File: config.mk
export PLATFORM = sky130hd
export DESIGN_NAME = layer_sequencer
export DESIGN_NICKNAME = d
export VERILOG_FILES = /design/src/rtl/layer_seq_pkg.sv /design/src/rtl/layer_desc_check.sv /design/src/rtl/layer_sequencer.sv
export SDC_FILE = /design/constraint.sdc
export NUM_CORES = 1
export LEC_CHECK = 0
export ABC_AREA = 1
export CORE_ASPECT_RATIO = 1.2
export CORE_MARGIN = 3
export CORE_UTILIZATION = 44
export DETAILED_ROUTE_END_ITERATION = 8
export PLACE_DENSITY = 0.76
export SLEW_MARGIN = 20
export SYNTH_ARGS = -nofsm -noshare
export SYNTH_HDL_FRONTEND = slang
export SYNTH_SLANG_ARGS = --single-unit
File: constraint.sdc
create_clock -name clk -period 1.7 [get_ports clk]
set_input_delay 0.34 -clock clk [delete_from_list [all_inputs] [get_ports clk]]
set_output_delay 0.34 -clock clk [all_outputs]
set_load 0.005 [all_outputs]
File: src/rtl/layer_seq_pkg.sv
// ============================================================================
// Module   : layer_seq_pkg
// Brief    : Shared types and descriptor field layout for the layer sequencer.
// Revision : 1.0 - initial release
// ============================================================================
`default_nettype none

package layer_seq_pkg;

    typedef enum logic [2:0] {
        ST_IDLE  = 3'd0,
        ST_FETCH = 3'd1,
        ST_LATCH = 3'd2,
        ST_ARM   = 3'd3,
        ST_RUN   = 3'd4,
        ST_NEXT  = 3'd5,
        ST_DONE  = 3'd6,
        ST_ERROR = 3'd7
    } seq_state_t;

    localparam int DESC_W     = 23;
    localparam int DIM_LSB    = 0;
    localparam int DIM_W      = 8;
    localparam int DEPTH_LSB  = 8;
    localparam int DEPTH_W    = 9;
    localparam int HS_LSB     = 17;
    localparam int HS_W       = 2;
    localparam int STRIDE_LSB = 19;
    localparam int STRIDE_W   = 3;
    localparam int LAST_BIT   = 22;

    localparam logic [1:0] ERR_NONE    = 2'd0;
    localparam logic [1:0] ERR_DESC    = 2'd1;
    localparam logic [1:0] ERR_TIMEOUT = 2'd2;

endpackage

`default_nettype wire

File: src/rtl/layer_desc_check.sv
// ============================================================================
// Module   : layer_desc_check
// Brief    : Combinational sanity check of one layer descriptor.
// Revision : 1.0 - initial release
// ============================================================================
`default_nettype none

module layer_desc_check
    import layer_seq_pkg::*;
(
    input  logic [DESC_W-1:0] desc,
    output logic              valid
);

    logic [DIM_W-1:0]    w_dim;
    logic [DEPTH_W-1:0]  w_depth;
    logic [HS_W-1:0]     w_hs;
    logic [STRIDE_W-1:0] w_stride;
    logic [8:0]          w_min_dim;
    logic                w_unused_last;

    assign w_dim         = desc[DIM_LSB +: DIM_W];
    assign w_depth       = desc[DEPTH_LSB +: DEPTH_W];
    assign w_hs          = desc[HS_LSB +: HS_W];
    assign w_stride      = desc[STRIDE_LSB +: STRIDE_W];
    assign w_unused_last = desc[LAST_BIT];

    // Filter footprint (2*halfsize+1) must fit in the image; 9 bits avoid wrap.
    assign w_min_dim = {6'd0, w_hs, 1'b0} + 9'd1;

    assign valid = (w_dim != '0) && (w_depth != '0) &&
                   (w_stride >= 3'd1) && (w_stride <= 3'd4) &&
                   ({1'b0, w_dim} >= w_min_dim);

endmodule

`default_nettype wire

File: src/rtl/layer_sequencer.sv
// ============================================================================
// Module   : layer_sequencer
// Brief    : Walks the layer descriptor table and sequences the Issue stage.
//            Define LAYER_SEQ_TIMEOUT_EN to enable the RUN-state watchdog.
// Revision : 1.0 - initial release
// ============================================================================
`default_nettype none

module layer_sequencer
    import layer_seq_pkg::*;
#(
    parameter int  NUM_LAYERS     = 8,
    parameter int  ARM_CYCLES     = 2,
    parameter int  TIMEOUT_CYCLES = 1_000_000,
    localparam int AW             = $clog2(NUM_LAYERS)
) (
    input  logic              clk,
    input  logic              rst,
    input  logic              start,
    input  logic              abort,
    output logic [AW-1:0]     desc_addr,
    input  logic [DESC_W-1:0] desc_data,
    output logic [7:0]        image_dim,
    output logic [8:0]        image_depth,
    output logic [1:0]        filter_halfsize,
    output logic [2:0]        filter_stride,
    output logic              issue_rst,
    input  logic              issue_done,
    output logic              bank_sel,
    output logic [AW-1:0]     layer_idx,
    output logic              busy,
    output logic              all_done,
    output logic              err,
    output logic [1:0]        err_code
);

    localparam int                  c_arm_w    = (ARM_CYCLES > 1) ? $clog2(ARM_CYCLES) : 1;
    localparam logic [c_arm_w-1:0]  c_arm_last = c_arm_w'(ARM_CYCLES - 1);
    localparam logic [AW-1:0]       c_last_idx = AW'(NUM_LAYERS - 1);

    seq_state_t         r_state;
    logic [AW-1:0]      r_desc_addr;
    logic [AW-1:0]      r_layer_idx;
    logic [7:0]         r_dim;
    logic [8:0]         r_depth;
    logic [1:0]         r_hs;
    logic [2:0]         r_stride;
    logic               r_last;
    logic               r_bank_sel;
    logic               r_issue_rst;
    logic               r_busy;
    logic               r_all_done;
    logic               r_err;
    logic [1:0]         r_err_code;
    logic [c_arm_w-1:0] r_arm_cnt;
    logic               w_desc_valid;

`ifdef LAYER_SEQ_TIMEOUT_EN
    localparam logic [31:0] c_tmo_last = 32'(TIMEOUT_CYCLES - 1);
    logic [31:0] r_run_cnt;
`endif

    layer_desc_check u_desc_check (
        .desc  (desc_data),
        .valid (w_desc_valid)
    );

    always_ff @(posedge clk) begin
        if (!rst) begin
            r_state     <= ST_IDLE;
            r_desc_addr <= '0;
            r_layer_idx <= '0;
            r_dim       <= '0;
            r_depth     <= '0;
            r_hs        <= '0;
            r_stride    <= '0;
            r_last      <= 1'b0;
            r_bank_sel  <= 1'b0;
            r_issue_rst <= 1'b1;
            r_busy      <= 1'b0;
            r_all_done  <= 1'b0;
            r_err       <= 1'b0;
            r_err_code  <= ERR_NONE;
            r_arm_cnt   <= '0;
`ifdef LAYER_SEQ_TIMEOUT_EN
            r_run_cnt   <= '0;
`endif
        end else if (abort) begin
            r_state     <= ST_IDLE;
            r_desc_addr <= '0;
            r_layer_idx <= '0;
            r_bank_sel  <= 1'b0;
            r_issue_rst <= 1'b1;
            r_busy      <= 1'b0;
            r_all_done  <= 1'b0;
            r_err       <= 1'b0;
            r_err_code  <= ERR_NONE;
        end else begin
            r_all_done <= 1'b0;
            case (r_state)
                ST_IDLE: begin
                    r_layer_idx <= '0;
                    r_bank_sel  <= 1'b0;
                    r_err       <= 1'b0;
                    r_err_code  <= ERR_NONE;
                    if (start) begin
                        r_state     <= ST_FETCH;
                        r_desc_addr <= '0;
                        r_busy      <= 1'b1;
                    end
                end
                ST_FETCH: r_state <= ST_LATCH;
                ST_LATCH: begin
                    r_dim    <= desc_data[DIM_LSB +: DIM_W];
                    r_depth  <= desc_data[DEPTH_LSB +: DEPTH_W];
                    r_hs     <= desc_data[HS_LSB +: HS_W];
                    r_stride <= desc_data[STRIDE_LSB +: STRIDE_W];
                    r_last   <= desc_data[LAST_BIT];
                    if (!w_desc_valid) begin
                        r_state    <= ST_ERROR;
                        r_err      <= 1'b1;
                        r_err_code <= ERR_DESC;
                    end else begin
                        r_state   <= ST_ARM;
                        r_arm_cnt <= '0;
                    end
                end
                ST_ARM: begin
                    if (r_arm_cnt == c_arm_last) begin
                        r_state     <= ST_RUN;
                        r_issue_rst <= 1'b0;
`ifdef LAYER_SEQ_TIMEOUT_EN
                        r_run_cnt   <= '0;
`endif
                    end else begin
                        r_arm_cnt <= r_arm_cnt + 1'b1;
                    end
                end
                ST_RUN: begin
                    if (issue_done) begin
                        r_state     <= ST_NEXT;
                        r_issue_rst <= 1'b1;
`ifdef LAYER_SEQ_TIMEOUT_EN
                    end else if (r_run_cnt == c_tmo_last) begin
                        r_state     <= ST_ERROR;
                        r_issue_rst <= 1'b1;
                        r_err       <= 1'b1;
                        r_err_code  <= ERR_TIMEOUT;
                    end else begin
                        r_run_cnt <= r_run_cnt + 32'd1;
`endif
                    end
                end
                ST_NEXT: begin
                    r_bank_sel <= ~r_bank_sel;
                    if (r_last || (r_layer_idx == c_last_idx)) begin
                        r_state    <= ST_DONE;
                        r_all_done <= 1'b1;
                    end else begin
                        r_layer_idx <= r_layer_idx + 1'b1;
                        r_desc_addr <= r_layer_idx + 1'b1;
                        r_state     <= ST_FETCH;
                    end
                end
                ST_DONE: begin
                    r_state <= ST_IDLE;
                    r_busy  <= 1'b0;
                end
                ST_ERROR: r_state <= ST_ERROR;
                default:  r_state <= ST_IDLE;
            endcase
        end
    end

    assign desc_addr       = r_desc_addr;
    assign layer_idx       = r_layer_idx;
    assign image_dim       = r_dim;
    assign image_depth     = r_depth;
    assign filter_halfsize = r_hs;
    assign filter_stride   = r_stride;
    assign bank_sel        = r_bank_sel;
    assign issue_rst       = r_issue_rst;
    assign busy            = r_busy;
    assign all_done        = r_all_done;
    assign err             = r_err;
    assign err_code        = r_err_code;

endmodule

`default_nettype wire

After elaboration in Yosys (flattened, before gate mapping)

Index checks and enable logic that the tools add are counted.

Output and inout port bits: 35
Bits in registers: 40

Equal/unequal tests: 14
Reductions and logical operators: 23
Multiplexer cells: 24
Bitwise operators: 4
Add/subtract/negate cells: 3
Magnitude comparators: 3

Operators with widths:

| kind                                                  | count |
|---|---|
| one-hot mux 3 bit (8 select lines)                    | 1 |
| two-way mux 3 bit                                     | 7 |
| equality test 3 bit, second input constant            | 5 |
| != test 2 bit, second input constant                  | 6 |
| one-hot mux 3 bit (2 select lines)                    | 2 |
| AND reduction 3 bit                                   | 4 |
| one-hot mux 1 bit (2 select lines)                    | 5 |
| nonzero test 2 bit                                    | 5 |
| >= comparator 8 x 9 -> 1 bit                          | 1 |
| nonzero test 9 bit                                    | 1 |
| AND reduction 2 bit                                   | 4 |
| nonzero test 8 bit                                    | 1 |
| two-way mux 1 bit                                     | 7 |
| equality test 3 x 2 -> 1 bit, second input constant   | 2 |
| adder 3 x 1 -> 4 bit, second input constant           | 1 |
| logical AND 1 bit                                     | 4 |
| inverter 1 bit                                        | 4 |
| one-hot mux 2 bit (2 select lines)                    | 1 |
| adder 3 x 1 -> 3 bit, second input constant           | 1 |
| equality test 3 x 1 -> 1 bit, second input constant   | 1 |
| >= comparator 3 x 1 -> 1 bit, second input constant   | 1 |
| less-or-equal comparator 3 bit, second input constant | 1 |
| logical NOT 3 bit                                     | 1 |
| OR reduction 3 bit                                    | 1 |
| other kinds (4)                                       | 4 |

Longest topological paths before layout

Word-level depth: 7
Mapped depth: 11

Hierarchy

A second synthesis with hierarchy kept.

Cell total of the unflattened synthesis: 227
Area total of the unflattened synthesis: 1,636.6 µm²

Modules (own cells, without submodules):

| module           | cells an instance | area an instance (µm²) | instances |
|---|---|---|---|
| layer_sequencer  | 198               | 1,486.4                | 1 |
| layer_desc_check | 29                | 150.1                  | 1 |

Worst setup path before layout

No wires, ideal clock.

Kind: register to register
From: register r_layer_idx[0], in the netlist layer_idx[0]
To: register r_desc_addr[1], in the netlist desc_addr[1]
Buffers on the path: 0
Cell stages (with the launch flop): 11
Period minus slack after synthesis: 1,423 ps
Arrival time: 1,291 ps
Setup slack: 277 ps
Cell sequence: dfxtp_1 ha_1 ha_1 nor2_1 nand2_2 inv_2 nor2_4 clkinv_4 nand2_2 nand2_1 a21oi_2

Longest elaborated chain between the ends: 4

RTL lines:

| item                                                         | RTL line               | source |
|---|---|---|
| start: declaration                                           | layer_sequencer.sv:43  | `logic [AW-1:0] r_layer_idx;` |
| start signal: assignment                                     | layer_sequencer.sv:160 | `r_layer_idx <= r_layer_idx + 1'b1;` |
| branches (longest 4 deep; another with adder 3 x 1 -> 3 bit) | -                      |  |
| end signal: assignment                                       | layer_sequencer.sv:161 | `r_desc_addr <= r_layer_idx + 1'b1;` |
| end: declaration                                             | layer_sequencer.sv:42  | `logic [AW-1:0] r_desc_addr;` |

Parallel ways; which one is timed is not known. The select of a mux whose other input is x is not followed.
A chain may end at the register's enable or synchronous reset.

Final worst setup path

From: input port desc_data[18]
To: register r_state[2]

Longest elaborated chain between the ends: 5

RTL lines:

| item                               | RTL line               | source |
|---|---|---|
| start: declaration                 | layer_sequencer.sv:22  | `input logic [DESC_W-1:0] desc_data,` |
| adder 3 x 1 -> 4 bit               | layer_desc_check.sv:29 | `assign w_min_dim = {6'd0, w_hs, 1'b0} + 9'd1;` |
| >= comparator 8 x 9 -> 1 bit       | layer_desc_check.sv:33 | `({1'b0, w_dim} >= w_min_dim);` |
| logical AND 1 bit                  | layer_desc_check.sv:32 | `(w_stride >= 3'd1) && (w_stride <= 3'd4) &&` |
| two-way mux 3 bit                  | layer_sequencer.sv:119 | `if (!w_desc_valid) begin` |
| one-hot mux 3 bit (8 select lines) | layer_sequencer.sv:100 | `case (r_state)` |
| end signal: assignment             | layer_sequencer.sv:107 | `r_state <= ST_FETCH;` |
| end signal: assignment             | layer_sequencer.sv:120 | `r_state <= ST_ERROR;` |
| end signal: assignment             | layer_sequencer.sv:124 | `r_state <= ST_ARM;` |
| end: declaration                   | layer_sequencer.sv:41  | `seq_state_t r_state;` |

Every way passes these cells.

==> summary.txt <==
LOGIC SYNTHESIS
----------------------------------------------------------------------------------------
Synth Area per Inst                                                             7.53 um2
Netlist cell types                                                                    30
Leading register cell type out of synthesis                                 sky130_fd_sc_hd__dfxtp_1
Post-synthesis instance total                                                        226
Number of enable-type register cells in the synthesized netlist                        0
Synthesized cell area                                                           1700 um2
FF+latch count, synth                                                                 38
Proportion of synthesized flip-flops having asynchronous set or reset                  0
Number of synthesis warnings                                                           0
Synth Net Count                                                                      258
Sequential fraction of the synthesis area                                          0.447

WORST SETUP PATH
----------------------------------------------------------------------------------------
Cell breakdown of the critical path                                         clkdlybuf4s50_1 -> inv_1 -> ha_1 -> nand2_1 -> nand2_1 -> nand2_1 -> nand3_2 -> nand2_2 -> nand2_2 -> nand2_1 -> nand2_1 -> a21oi_1
Startpoint type of the worst setup path                                     primary input
Most Frequent Cell on Critical Path                                         sky130_fd_sc_hd__nand2_1
Worst endpoint required time                                                     1.92 ns
Critical Path Sink Type                                                         register
Critical Setup Path Class                                                      in -> reg
Delay contributed by the slowest stage of the critical path                      0.47 ns
Data arrival time of the worst path                                              1.76 ns
Worst-path cell with the longest stage delay                                sky130_fd_sc_hd__clkdlybuf4s50_1
Max Fanout on Critical Path                                                            3

PLACED DESIGN
----------------------------------------------------------------------------------------
Count of placed standard cells including taps                                        334
Half-perimeter wire length after detailed placement                              2970 um
Final GP Congestion                                                                0.803
I/O Buffers                                                                           61

FINAL LAYOUT
----------------------------------------------------------------------------------------
Post-layout instance count excluding filler cells                                    342
Final Util                                                                         0.679
Number of inserted filler cells in the final layout                                  328
Area growth syn-to-layout                                                          46.2%
Share of cells above drive strength 1                                              0.114
Sequential standard cell area                                                    761 um2
Post-layout nets                                                                     321
Diode count                                                                            0
Area used by multi-input combinational logic                                     718 um2

ROUTE
----------------------------------------------------------------------------------------
Iteration-0 DRC Markers                                                               41
First drt pass iteration count                                                         5
Routed Wire Length                                                               3890 um
Detailed-route vias per instance                                                    4.76
Remaining design rule violation count                                                  0
Total via count in the routed design                                                1629
Average wire per standard cell                                                   11.4 um
Remaining antenna violation count after routing                                        0

POWER AND IR DROP
----------------------------------------------------------------------------------------
Relative contribution of combinational cells to total power                        0.114
Total power per unit cell area                                                743 nW/um2
Cell-internal power                                                              1.43 mW
Reported net switching power                                                    0.417 mW
Worst VDD drop                                                                  0.543 mV
Clock share of power                                                               0.390
P_leak                                                                          0.952 nW
Switching share of power                                                           0.226
Sequential power share                                                             0.495

WORST HOLD PATH
----------------------------------------------------------------------------------------
Hold/Removal Path Class                                                       reg -> reg

GLOBAL ROUTING
----------------------------------------------------------------------------------------
Initial antenna violation count                                                        0
Pin count of the biggest net entering global routing                                  36
Gr ovfl total                                                                          0
Global-route wire length before repair                                           6490 um
Overall Global Routing Usage                                                       0.176
Via count of the first global-routing pass                                          1564

TIMING
----------------------------------------------------------------------------------------
Portion of the clock cycle consumed by the worst path in the final layout          0.906
Final Slew Violations                                                                  0
Final hold viol count                                                                  0
Max Clk Rate                                                                     649 MHz
Count of final setup violators                                                         0
Post-Route Skew                                                               0.00470 ns
Final period demand of the worst path                                            1.54 ns

FLOORPLANNING
----------------------------------------------------------------------------------------
Die Height                                                                       74.1 um
Rows                                                                                  24
Core area                                                                       3660 um2
Number of top-level design ports                                                      63
Width of the die                                                                 62.8 um
Initial core utilization                                                           0.464
Area of the die                                                                 4650 um2

CLOCKING
----------------------------------------------------------------------------------------
Number of sinks on the clock net                                                      38
Number of H-tree levels                                                                2
Clock latency on the worst-skew pair                                             0.29 ns
CTS buffer count                                                                       5
Cell at the root of the clock tree                                          sky130_fd_sc_hd__clkbuf_8
Clock Pin Slew Worst Setup and Hold Paths                                        0.07 ns
Largest buffer count on any clock path                                                 2
Clock tree from TritonCTS                                                            yes
Setup Fix Bufs, Post-CTS                                                               0

RUN
----------------------------------------------------------------------------------------
Total of max-cap violations                                                            0

OUTCOME
----------------------------------------------------------------------------------------
Outcome                                                                     finished, final reports clean

## synth_stat cells, types with 2 or more instances
master / n / share of area
sky130_fd_sc_hd__buf_2: 3 / 0.0088
sky130_fd_sc_hd__nand2_2: 2 / 0.0074
sky130_fd_sc_hd__nand3_1: 9 / 0.026
sky130_fd_sc_hd__inv_2: 3 / 0.0066
sky130_fd_sc_hd__clkbuf_1: 4 / 0.0088
sky130_fd_sc_hd__buf_6: 2 / 0.013
sky130_fd_sc_hd__ha_1: 4 / 0.029
sky130_fd_sc_hd__a21oi_1: 34 / 0.10
sky130_fd_sc_hd__inv_1: 35 / 0.077
sky130_fd_sc_hd__nand2_1: 28 / 0.062
sky130_fd_sc_hd__a211oi_1: 2 / 0.0088
sky130_fd_sc_hd__dfxtp_1: 38 / 0.45
sky130_fd_sc_hd__a21oi_2: 2 / 0.010
sky130_fd_sc_hd__nor2_4: 2 / 0.013
sky130_fd_sc_hd__o21ai_0: 26 / 0.076
sky130_fd_sc_hd__nor2_1: 16 / 0.035
sky130_fd_sc_hd__buf_4: 3 / 0.013
## metrics by stage
stage | worst slack, ns | cell area [um2] | hold WS [ns] | total power, mW | setup TNS, ns
after global placement | -0.101 | 2370 | 0.429 | 1.14 | -0.194
final | 0.159 | 2490 | 0.440 | 1.85 | 0
after floorplan | 0.277 | 1700 | 0.424 | 1.03 | 0
after global routing | -0.0221 | 2490 | 0.462 | 1.93 | -0.0221
after CTS | 0.160 | 2480 | 0.445 | 1.87 | 0
after detailed placement | -0.145 | 2370 | 0.435 | 1.15 | -0.327
## power by group through the flow
stage	clock network (mW)	registers [mW]	logic [mW]
finish	0.722	0.915	0.212
global route	0.772	0.917	0.236
CTS	0.744	0.915	0.210
detailed placement	0	0.936	0.210
global placement	0	0.935	0.207
floorplan	0	0.934	0.0947
## final cells by class
class,count,share of cell area
timing repair buffer,68,0.272
inverter,40,0.0634
tap,52,0.0262
multi-input combinational,136,0.289
clock buffer,8,0.0443
sequential,38,0.306
## placed cells by master, fill, tap and decap left out, drive strengths merged, types with 4 or more instances in the layout
master         count
clkbuf             8
buf                7
nand2             31
clkdlybuf4s50     61
o21ai             26
ha                 4
nor2              19
dfxtp             38
nand3             10
inv               39
a21oi             36
## worst max-delay path: cells and delay by family
kind,cells,cell delay [ns]
and+or+nand+nor,8,0.52
adders and majority gates,1,0.28
AOI/OAI and AO/OA,1,0.10
buffers and inverters,2,0.51
## cell families after synthesis
| group | count (synthesis) | share of synthesized area |
|---|---|---|
| compound gates | 66 | 0.205 |
| simple gates | 64 | 0.174 |
| buf+inv | 52 | 0.137 |
| flops | 38 | 0.447 |
| fa+ha+maj | 4 | 0.0294 |
| xor+xnor | 1 | 0.00515 |
| other cells | 1 | 0.00220 |
## path summary, 6_finish.rpt
kind / from / endpoint / slack [ns] / depth (start not counted)
setup / recovery: desc_data[18] / r_state[2]$_SDFFE_PP0P_ / 0.16 / 12
hold reg to reg: image_depth[6]$_SDFFE_PN0P_ / image_depth[6]$_SDFFE_PN0P_ / 0.44 / 2
setup reg to reg: layer_idx[0]$_SDFFE_PP0P_ / desc_addr[1]$_SDFFE_PP0P_ / 0.20 / 11
hold / removal: image_depth[6]$_SDFFE_PN0P_ / image_depth[6]$_SDFFE_PN0P_ / 0.44 / 2
## timing repair
item                                    CTS  global route
endpoints found under the setup margin    0             1
resized for setup                         0             3
hold buffers                              0             0
## sequential cells by signal, indices dropped and copies added (netlist names)
name             cells
image_depth          9
filter_halfsize      2
filter_stride        3
busy                 1
err_code             1
bank_sel             1
r_arm_cnt            1
layer_idx            3
image_dim            8
desc_addr            3
all_done             1
issue_rst            1
r_last               1
r_state              3
## metal layers
layer,GRT usage,part of all wire,vias up
met4,0.0858,0.019,0
met2,0.321,0.49,59
li1,-,-,843
met1,0.176,0.40,719
met3,0.0740,0.086,8
met5,0,0,-
Note: power is estimated with default switching activity, not from simulation.
